$ cat src/rtl/stim_channel_sequencer_if.sv
// Handshake/config/status bundle between the stimulation config block and the channel sequencer.
// The sequencer uses the slave modport; the configuration side uses master.
interface stim_channel_sequencer_if #(
   parameter int CNT_W = 8
);
   logic             start;
   logic             stop;
   logic             cont;
   logic [7:0]       ch_mask;
   logic [CNT_W-1:0] t_phase;
   logic [CNT_W-1:0] t_gap;
   logic [CNT_W-1:0] t_rest;
   logic [3:0]       ch_code;
   logic             cath;
   logic             anod;
   logic             busy;
   logic             done;

   modport master (
      output start, stop, cont, ch_mask, t_phase, t_gap, t_rest,
      input  ch_code, cath, anod, busy, done
   );

   modport slave (
      input  start, stop, cont, ch_mask, t_phase, t_gap, t_rest,
      output ch_code, cath, anod, busy, done
   );
endinterface

$ cat src/rtl/stim_channel_sequencer.sv
// Biphasic pulse sequencer: walks enabled channels, emits channel code and cathodic/anodic strobes.
// Optional STIM_PULSE_CNT_EN adds a saturating count of completed anodic phases (pulse_count).
module stim_channel_sequencer #(
   parameter int CNT_W = 8
) (
   input  logic                     clk,
   input  logic                     rst_n,
   stim_channel_sequencer_if.slave  bus
`ifdef STIM_PULSE_CNT_EN
   ,
   output logic [15:0]              pulse_count
`endif
);

   typedef enum logic [2:0] {
      st_idle,
      st_select,
      st_cath,
      st_gap,
      st_anod,
      st_rest
   } state_t;

   localparam logic [CNT_W-1:0] ONE = CNT_W'(1);

   state_t           state, state_n;
   logic [CNT_W-1:0] cnt, cnt_n;
   logic [3:0]       cur, cur_n;
   logic [3:0]       last, last_n;
   logic             stop_l, stop_n;
   logic             stop_eff;

   logic [7:0]       cfg_mask;
   logic             cfg_cont;
   logic [CNT_W-1:0] cfg_phase;
   logic [CNT_W-1:0] cfg_gap;
   logic [CNT_W-1:0] cfg_rest;
   logic [CNT_W-1:0] ph_len;

   logic [3:0]       code_n;
   logic             cath_n, anod_n, busy_n, done_n;
   logic             accept;
   logic             anod_end;

   logic [3:0]       next_above;
   logic [3:0]       first_en;
   logic             found_above;

   assign ph_len   = (cfg_phase == '0) ? ONE : cfg_phase;
   assign stop_eff = stop_l | bus.stop;

   // Next channel above the last served one, plus the lowest enabled channel for wrap-around.
   always_comb begin
      found_above = 1'b0;
      next_above  = '0;
      first_en    = '0;
      for (int unsigned i = 0; i < 8; i++) begin
         if (cfg_mask[i] && (first_en == '0))
            first_en = 4'(i + 1);
         if (cfg_mask[i] && !found_above && (4'(i + 1) > last)) begin
            found_above = 1'b1;
            next_above  = 4'(i + 1);
         end
      end
   end

   always_comb begin
      state_n  = state;
      cnt_n    = (cnt != '0) ? cnt - ONE : cnt;
      cur_n    = cur;
      last_n   = last;
      stop_n   = stop_l | ((state != st_idle) && bus.stop);
      accept   = 1'b0;
      anod_end = 1'b0;

      case (state)
         st_idle: begin
            if (bus.start) begin
               accept = 1'b1;
               stop_n = 1'b0;
               last_n = '0;
               if (bus.ch_mask != '0)
                  state_n = st_select;
            end
         end
         st_select: begin
            if (stop_eff) begin
               state_n = st_idle;
            end else if (found_above) begin
               cur_n   = next_above;
               cnt_n   = ph_len;
               state_n = st_cath;
            end else if (cfg_cont) begin
               cur_n   = first_en;
               cnt_n   = ph_len;
               state_n = st_cath;
            end else begin
               state_n = st_idle;
            end
         end
         st_cath: begin
            if (cnt == ONE) begin
               if (cfg_gap != '0) begin
                  cnt_n   = cfg_gap;
                  state_n = st_gap;
               end else begin
                  cnt_n   = ph_len;
                  state_n = st_anod;
               end
            end
         end
         st_gap: begin
            if (cnt == ONE) begin
               cnt_n   = ph_len;
               state_n = st_anod;
            end
         end
         st_anod: begin
            // A stop seen in CATH/GAP is held in stop_l and only honoured here, after full charge balance.
            if (cnt == ONE) begin
               anod_end = 1'b1;
               last_n   = cur;
               if (stop_eff) begin
                  state_n = st_idle;
               end else if (cfg_rest != '0) begin
                  cnt_n   = cfg_rest;
                  state_n = st_rest;
               end else begin
                  state_n = st_select;
               end
            end
         end
         st_rest: begin
            if (stop_eff)
               state_n = st_idle;
            else if (cnt == ONE)
               state_n = st_select;
         end
         default: state_n = st_idle;
      endcase

      if (state_n == st_idle)
         stop_n = 1'b0;

      // Outputs are registered, so they are derived from the state being entered.
      busy_n = (state_n != st_idle);
      cath_n = (state_n == st_cath);
      anod_n = (state_n == st_anod);
      code_n = ((state_n == st_cath) || (state_n == st_gap) || (state_n == st_anod)) ? cur_n : '0;
      done_n = (state_n == st_idle) &&
               ((state != st_idle) || (bus.start && (bus.ch_mask == '0)));
   end

   always_ff @(posedge clk or negedge rst_n) begin
      if (!rst_n) begin
         state <= st_idle;
         cnt   <= '0;
         cur   <= '0;
         last  <= '0;
         stop_l <= 1'b0;
      end else begin
         state <= state_n;
         cnt   <= cnt_n;
         cur   <= cur_n;
         last  <= last_n;
         stop_l <= stop_n;
      end
   end

   always_ff @(posedge clk or negedge rst_n) begin
      if (!rst_n) begin
         cfg_mask  <= '0;
         cfg_cont  <= 1'b0;
         cfg_phase <= '0;
         cfg_gap   <= '0;
         cfg_rest  <= '0;
      end else if (accept) begin
         cfg_mask  <= bus.ch_mask;
         cfg_cont  <= bus.cont;
         cfg_phase <= bus.t_phase;
         cfg_gap   <= bus.t_gap;
         cfg_rest  <= bus.t_rest;
      end
   end

   always_ff @(posedge clk or negedge rst_n) begin
      if (!rst_n) begin
         bus.ch_code <= '0;
         bus.cath    <= 1'b0;
         bus.anod    <= 1'b0;
         bus.busy    <= 1'b0;
         bus.done    <= 1'b0;
      end else begin
         bus.ch_code <= code_n;
         bus.cath    <= cath_n;
         bus.anod    <= anod_n;
         bus.busy    <= busy_n;
         bus.done    <= done_n;
      end
   end

`ifdef STIM_PULSE_CNT_EN
   always_ff @(posedge clk or negedge rst_n) begin
      if (!rst_n)
         pulse_count <= '0;
      else if (accept)
         pulse_count <= '0;
      else if (anod_end && (pulse_count != 16'hFFFF))
         pulse_count <= pulse_count + 16'd1;
   end
`endif

endmodule

$ cat src/flat_wrapper.sv
// flat-port wrapper written by rule: the top's interface ports become plain ports
module stim_channel_sequencer_flat 
#(
   parameter int CNT_W = 8
)
  (clk, rst_n, bus_start, bus_stop, bus_cont, bus_ch_mask, bus_t_phase, bus_t_gap, bus_t_rest, bus_ch_code, bus_cath, bus_anod, bus_busy, bus_done);
  stim_channel_sequencer_if #(.CNT_W(CNT_W)) bus_i ();
  input  logic clk;
  input  logic rst_n;
  input wire logic [$bits(bus_i.start)-1:0] bus_start;
  input wire logic [$bits(bus_i.stop)-1:0] bus_stop;
  input wire logic [$bits(bus_i.cont)-1:0] bus_cont;
  input wire logic [$bits(bus_i.ch_mask)-1:0] bus_ch_mask;
  input wire logic [$bits(bus_i.t_phase)-1:0] bus_t_phase;
  input wire logic [$bits(bus_i.t_gap)-1:0] bus_t_gap;
  input wire logic [$bits(bus_i.t_rest)-1:0] bus_t_rest;
  output wire logic [$bits(bus_i.ch_code)-1:0] bus_ch_code;
  output wire logic [$bits(bus_i.cath)-1:0] bus_cath;
  output wire logic [$bits(bus_i.anod)-1:0] bus_anod;
  output wire logic [$bits(bus_i.busy)-1:0] bus_busy;
  output wire logic [$bits(bus_i.done)-1:0] bus_done;
  assign bus_i.start = bus_start;
  assign bus_i.stop = bus_stop;
  assign bus_i.cont = bus_cont;
  assign bus_i.ch_mask = bus_ch_mask;
  assign bus_i.t_phase = bus_t_phase;
  assign bus_i.t_gap = bus_t_gap;
  assign bus_i.t_rest = bus_t_rest;
  assign bus_ch_code = bus_i.ch_code;
  assign bus_cath = bus_i.cath;
  assign bus_anod = bus_i.anod;
  assign bus_busy = bus_i.busy;
  assign bus_done = bus_i.done;
  stim_channel_sequencer #(.CNT_W(CNT_W)) u_core (.clk(clk), .rst_n(rst_n), .bus(bus_i));
endmodule
$ cat config.mk
export PLATFORM = sky130hd
export DESIGN_NAME = stim_channel_sequencer_flat
export DESIGN_NICKNAME = d
export VERILOG_FILES = /design/src/rtl/stim_channel_sequencer_if.sv /design/src/rtl/stim_channel_sequencer.sv /design/src/flat_wrapper.sv
export SDC_FILE = /design/constraint.sdc
export NUM_CORES = 1
export LEC_CHECK = 0
export BUFFER_PORTS_ARGS = -buffer_cell sky130_fd_sc_hd__buf_2
export CAP_MARGIN = 10
export CORE_ASPECT_RATIO = 0.9
export CORE_MARGIN = 2
export CORE_UTILIZATION = 40
export CTS_CLUSTER_DIAMETER = 200
export DETAILED_ROUTE_END_ITERATION = 16
export GPL_ROUTABILITY_DRIVEN = 0
export SLEW_MARGIN = 20
export SYNTH_ARGS = -nofsm -noshare
export SYNTH_HDL_FRONTEND = slang
export SYNTH_SLANG_ARGS = --single-unit
$ cat constraint.sdc
create_clock -name clk -period 3.12 [get_ports clk]
set_clock_uncertainty 0.05 [all_clocks]
set_input_delay 0.156 -clock clk [delete_from_list [all_inputs] [get_ports clk]]
set_output_delay 0.156 -clock clk [all_outputs]
set_load 0.02 [all_outputs]
==> results by group <==
Layout
  • Nets: 475
  • Filler cell count: ~800
  • Area Overhead vs Synth: 21.4%
  • Share of layout cells above drive strength 1: 0.234
  • Final cell count without fillers: 560
  • Ant diodes: 0

Timing
  • Fmax: around 380 MHz
  • Sum of negative setup slack: 0 ns
  • Max-slew headroom: 0.534
  • Final Hold Viols: 0
  • Final worst path period share: 0.845
  • Final min period: approximately 2.6 ns
  • Slew Viols, Final: 0
  • RSZ-0062 raised after global routing: false
  • Setup violators final: 0
  • Tightest Pin Transition: approximately 0.7 ns
  • Worst setup margin: between 0.4 and 0.5 ns

Global route
  • Pin count of the biggest net entering global routing: 46
  • First-pass GRT wire length: around 16000 um
  • Vias in the first global route: roughly 3100
  • All-Layer GR Usage: 0.213
  • Initial antenna violation count: 0
  • Total gr overflow: 0

Clock tree
  • TritonCTS buffer count: 9
  • Clock slew at reported path FFs: ~0.080 ns
  • Clk_lat worst skew: approximately 0.34 ns
  • Clock root cell: clkbuf_8
  • Post-cts resize count: 0
  • CTS tree: yes
  • Clock Tree Buf Depth: 2
  • H-tree levels: 3
  • Clock sinks: roughly 60
  • # Post-CTS Setup Buffers: 0

Logic synthesis
  • Post-synth ARST share: 1.00
  • Adder-Cell Fraction of Synth Area: 0.00706
  • Post-Synth Simple-Gate Area: 0.169
  • Sequential fraction of the synthesis area: 0.431
  • Avg Synthesized Cell Area: 9.63 um^2
  • Xor/xnor share of the synthesized area: 0.00988
  • Yosys cell types: 66
  • Netlist Area Pre-Place: 0.00354 mm^2
  • Cell count after synthesis: approximately 370
  • Post-synthesis mux area share: 0.125
  • Syn nets: 407
  • Post-synthesis compound-gate area fraction: 0.217
  • Flops & latches, synth: 61
  • EDFF count, synth: 0
  • Synth warnings: 0
  • Top FF cell, synth: dfrtp_1
  • Main combinational cell family by area after synthesis: compound AO/OA/AOI/OAI gates

Die
  • # IOs: 45
  • Die area: a little under 0.01 mm^2
  • Starting Density: 0.412
  • Die Wd: between 100 and 150 um
  • FP Rows: 32
  • Die height: around 93 um
  • Core area: about 0.0086 mm^2

Pwr
  • Combinational power share: 0.511
  • Switching power: approximately 2000 uW
  • Cell area power density: around 1000 mW/mm^2
  • Leakage Power: between 0.0015 and 0.002 uW
  • Int Power: roughly 2500 uW
  • Share of power burned in registers: 0.353
  • Worst vdd ir: around 530 uV
  • Sw Ratio: 0.445
  • Clock share of power: 0.136

Drt
  • Routed vias/inst: around 5.7
  • Initial DRC Count: 221
  • Per-cell routed wire length: about 17 um
  • Detail Route Antenna Nets: 0
  • Vias post-DR: between 3000 and 4000
  • First-pass DRT Iterations: 5
  • Drt total wl: approximately 9500 um
  • DR DRC count: 0

Placed design
  • Post-Place Worst Slack: ~0.57 ns
  • Placed insts: just over 500
  • Number of port buffers: 44
  • Hpwl dp: slightly below 7000 um

Critical path
  • CP arrival: about 2.8 ns
  • CP required: about 3.3 ns
  • Crit. End Element: flop
  • Worst Setup Start Kind: flop
  • CP Max Fanout: 15
  • Worst Path Class, Setup: reg2reg

Flow run
  • Max-cap violations: 0

Worst hold path
  • Hold/Removal Path Class: in2reg

Run status
  • Status: complete, no violations
[metal layers]
| metal | up-vias | part of all wire | track usage |
|---|---|---|---|
| li1 | 1505 | - | - |
| met1 | 1542 | 0.46 | 0.301 |
| met2 | 144 | 0.45 | 0.316 |
| met3 | 16 | 0.066 | 0.0538 |
| met4 | 0 | 0.020 | 0.0779 |
| met5 | - | 0 | 0 |
[what timing repair did]
item                                    4_1_cts  5_1_grt
endpoints found under the hold margin        71        1
hold buffers                                 28        1
endpoints found under the setup margin        0        0
[kinds of logic after synthesis]
| kind of cell | Yosys count |
|---|---|
| XOR/XNOR | 4 |
| multiplexers | 39 |
| buffers and inverters | 34 |
| adder cells (fa/ha/maj) | 2 |
| flip-flops | 61 |
| AND/OR/NAND/NOR | 115 |
| AO/OA/AOI/OAI | 113 |
[cell usage in the layout, fill, tap and decap left out, types with 5 or more instances in the layout]
master and count:
a22o_1 5, nor3_1 5, nand3_1 6, a21oi_1 25, o21a_1 7, nor2_1 29
o22ai_1 5, nor2b_1 5, clkbuf_8 9, inv_1 14, nor4_1 8, nand2b_1 9
dlygate4sd3_1 29, nand2_1 28, o21ai_0 27, dfrtp_1 61, buf_2 43, buf_4 5
mux2_2 32
[layout make-up]
| class | instances | area [um^2] | share of cell area |
|---|---|---|---|
| sequential | 61 | 1530 | 0.355 |
| multi-input combinational | 273 | 1870 | 0.435 |
| inverter | 14 | 52.6 | 0.0122 |
| timing repair buffer | 77 | 543 | 0.126 |
| tap | 119 | 149 | 0.0346 |
| clock buffer | 12 | 135 | 0.0314 |
| clock inverter | 4 | 25.0 | 0.00582 |
[path summary, 6_finish.rpt]
kind	end	start	cells after the start	slack [ns]
setup / recovery	u_core.stop_l	u_core.cnt[7]	6	0.48
hold / removal	u_core.cfg_gap[0]	bus_t_gap[0]	2	0.009
setup reg to reg	u_core.stop_l	u_core.cnt[7]	6	0.48
hold reg to reg	u_core.cur[3]	u_core.cur[3]	2	0.45
max in group asynchronous	u_core.cfg_rest[7]	rst_n	3	2.08
min in group asynchronous	u_core.cfg_mask[5]	rst_n	2	0.31
[power by group through the flow]
| stage | Sequential (uW) | Clock (uW) | Combinational, uW |
|---|---|---|---|
| finish | 1570 | 604 | 2270 |
| global route | 1620 | 657 | 2520 |
| CTS | 1560 | 614 | 2240 |
| detailed placement | 1570 | 0 | 2200 |
| global placement | 1570 | 0 | 2190 |
| floorplan | 1430 | 0 | 1750 |
[critical path, stage by stage, from the launching register on]
cell,delay (ns)
dfrtp_1,0.42
nor4_2,0.49
nand3_1,0.54
a32oi_1,0.35
o21ai_1,0.18
nand4b_1,0.27
and3_1,0.21
[flip-flops by register name, summed over array words and instances (netlist names)]
signal and flops:
u_core.bus.done 1, u_core.stop_l 1, u_core.bus.ch_code 4, u_core.cfg_rest 8, u_core.bus.cath 1, u_core.state 3
u_core.cur 4, u_core.cnt 8, u_core.last 4, u_core.cfg_gap 8, u_core.bus.anod 1, u_core.cfg_mask 8
u_core.cfg_phase 8, u_core.bus.busy 1, u_core.cfg_cont 1
[synthesized netlist by cell type, types with 4 or more instances]
library cell	n	area, um^2
inv_1	14	52.6
nor3b_1	4	30.0
buf_2	4	20.0
mux2_2	32	360
nor2_1	29	109
buf_1	4	15.0
o21ai_1	4	20.0
a22o_1	5	43.8
nand3_1	6	30.0
mux2i_1	4	40.0
nor3_1	5	25.0
nand2b_1	9	56.3
a21oi_1	25	125
nor2b_1	5	31.3
o21a_1	7	52.6
o22ai_1	5	31.3
nor4_1	8	50.1
nand2_1	28	105
dfrtp_1	61	1530
clkbuf_1	10	37.5
o21ai_0	27	135
[stage by stage]
step | hold slack (ns) | utilization | power (uW) | instance area, um^2
finish | 0.00931 | 0.500 | 4440 | 4300
global route | 0.00218 | 0.500 | 4800 | 4300
CTS | 0.000830 | 0.498 | 4420 | 4290
detailed placement | 0.333 | 0.447 | 3770 | 3850
global placement | 0.328 | 0.447 | 3760 | 3850
floorplan | -0.190 | - | 3170 | 3540
Power figures use the tool's default switching activity.
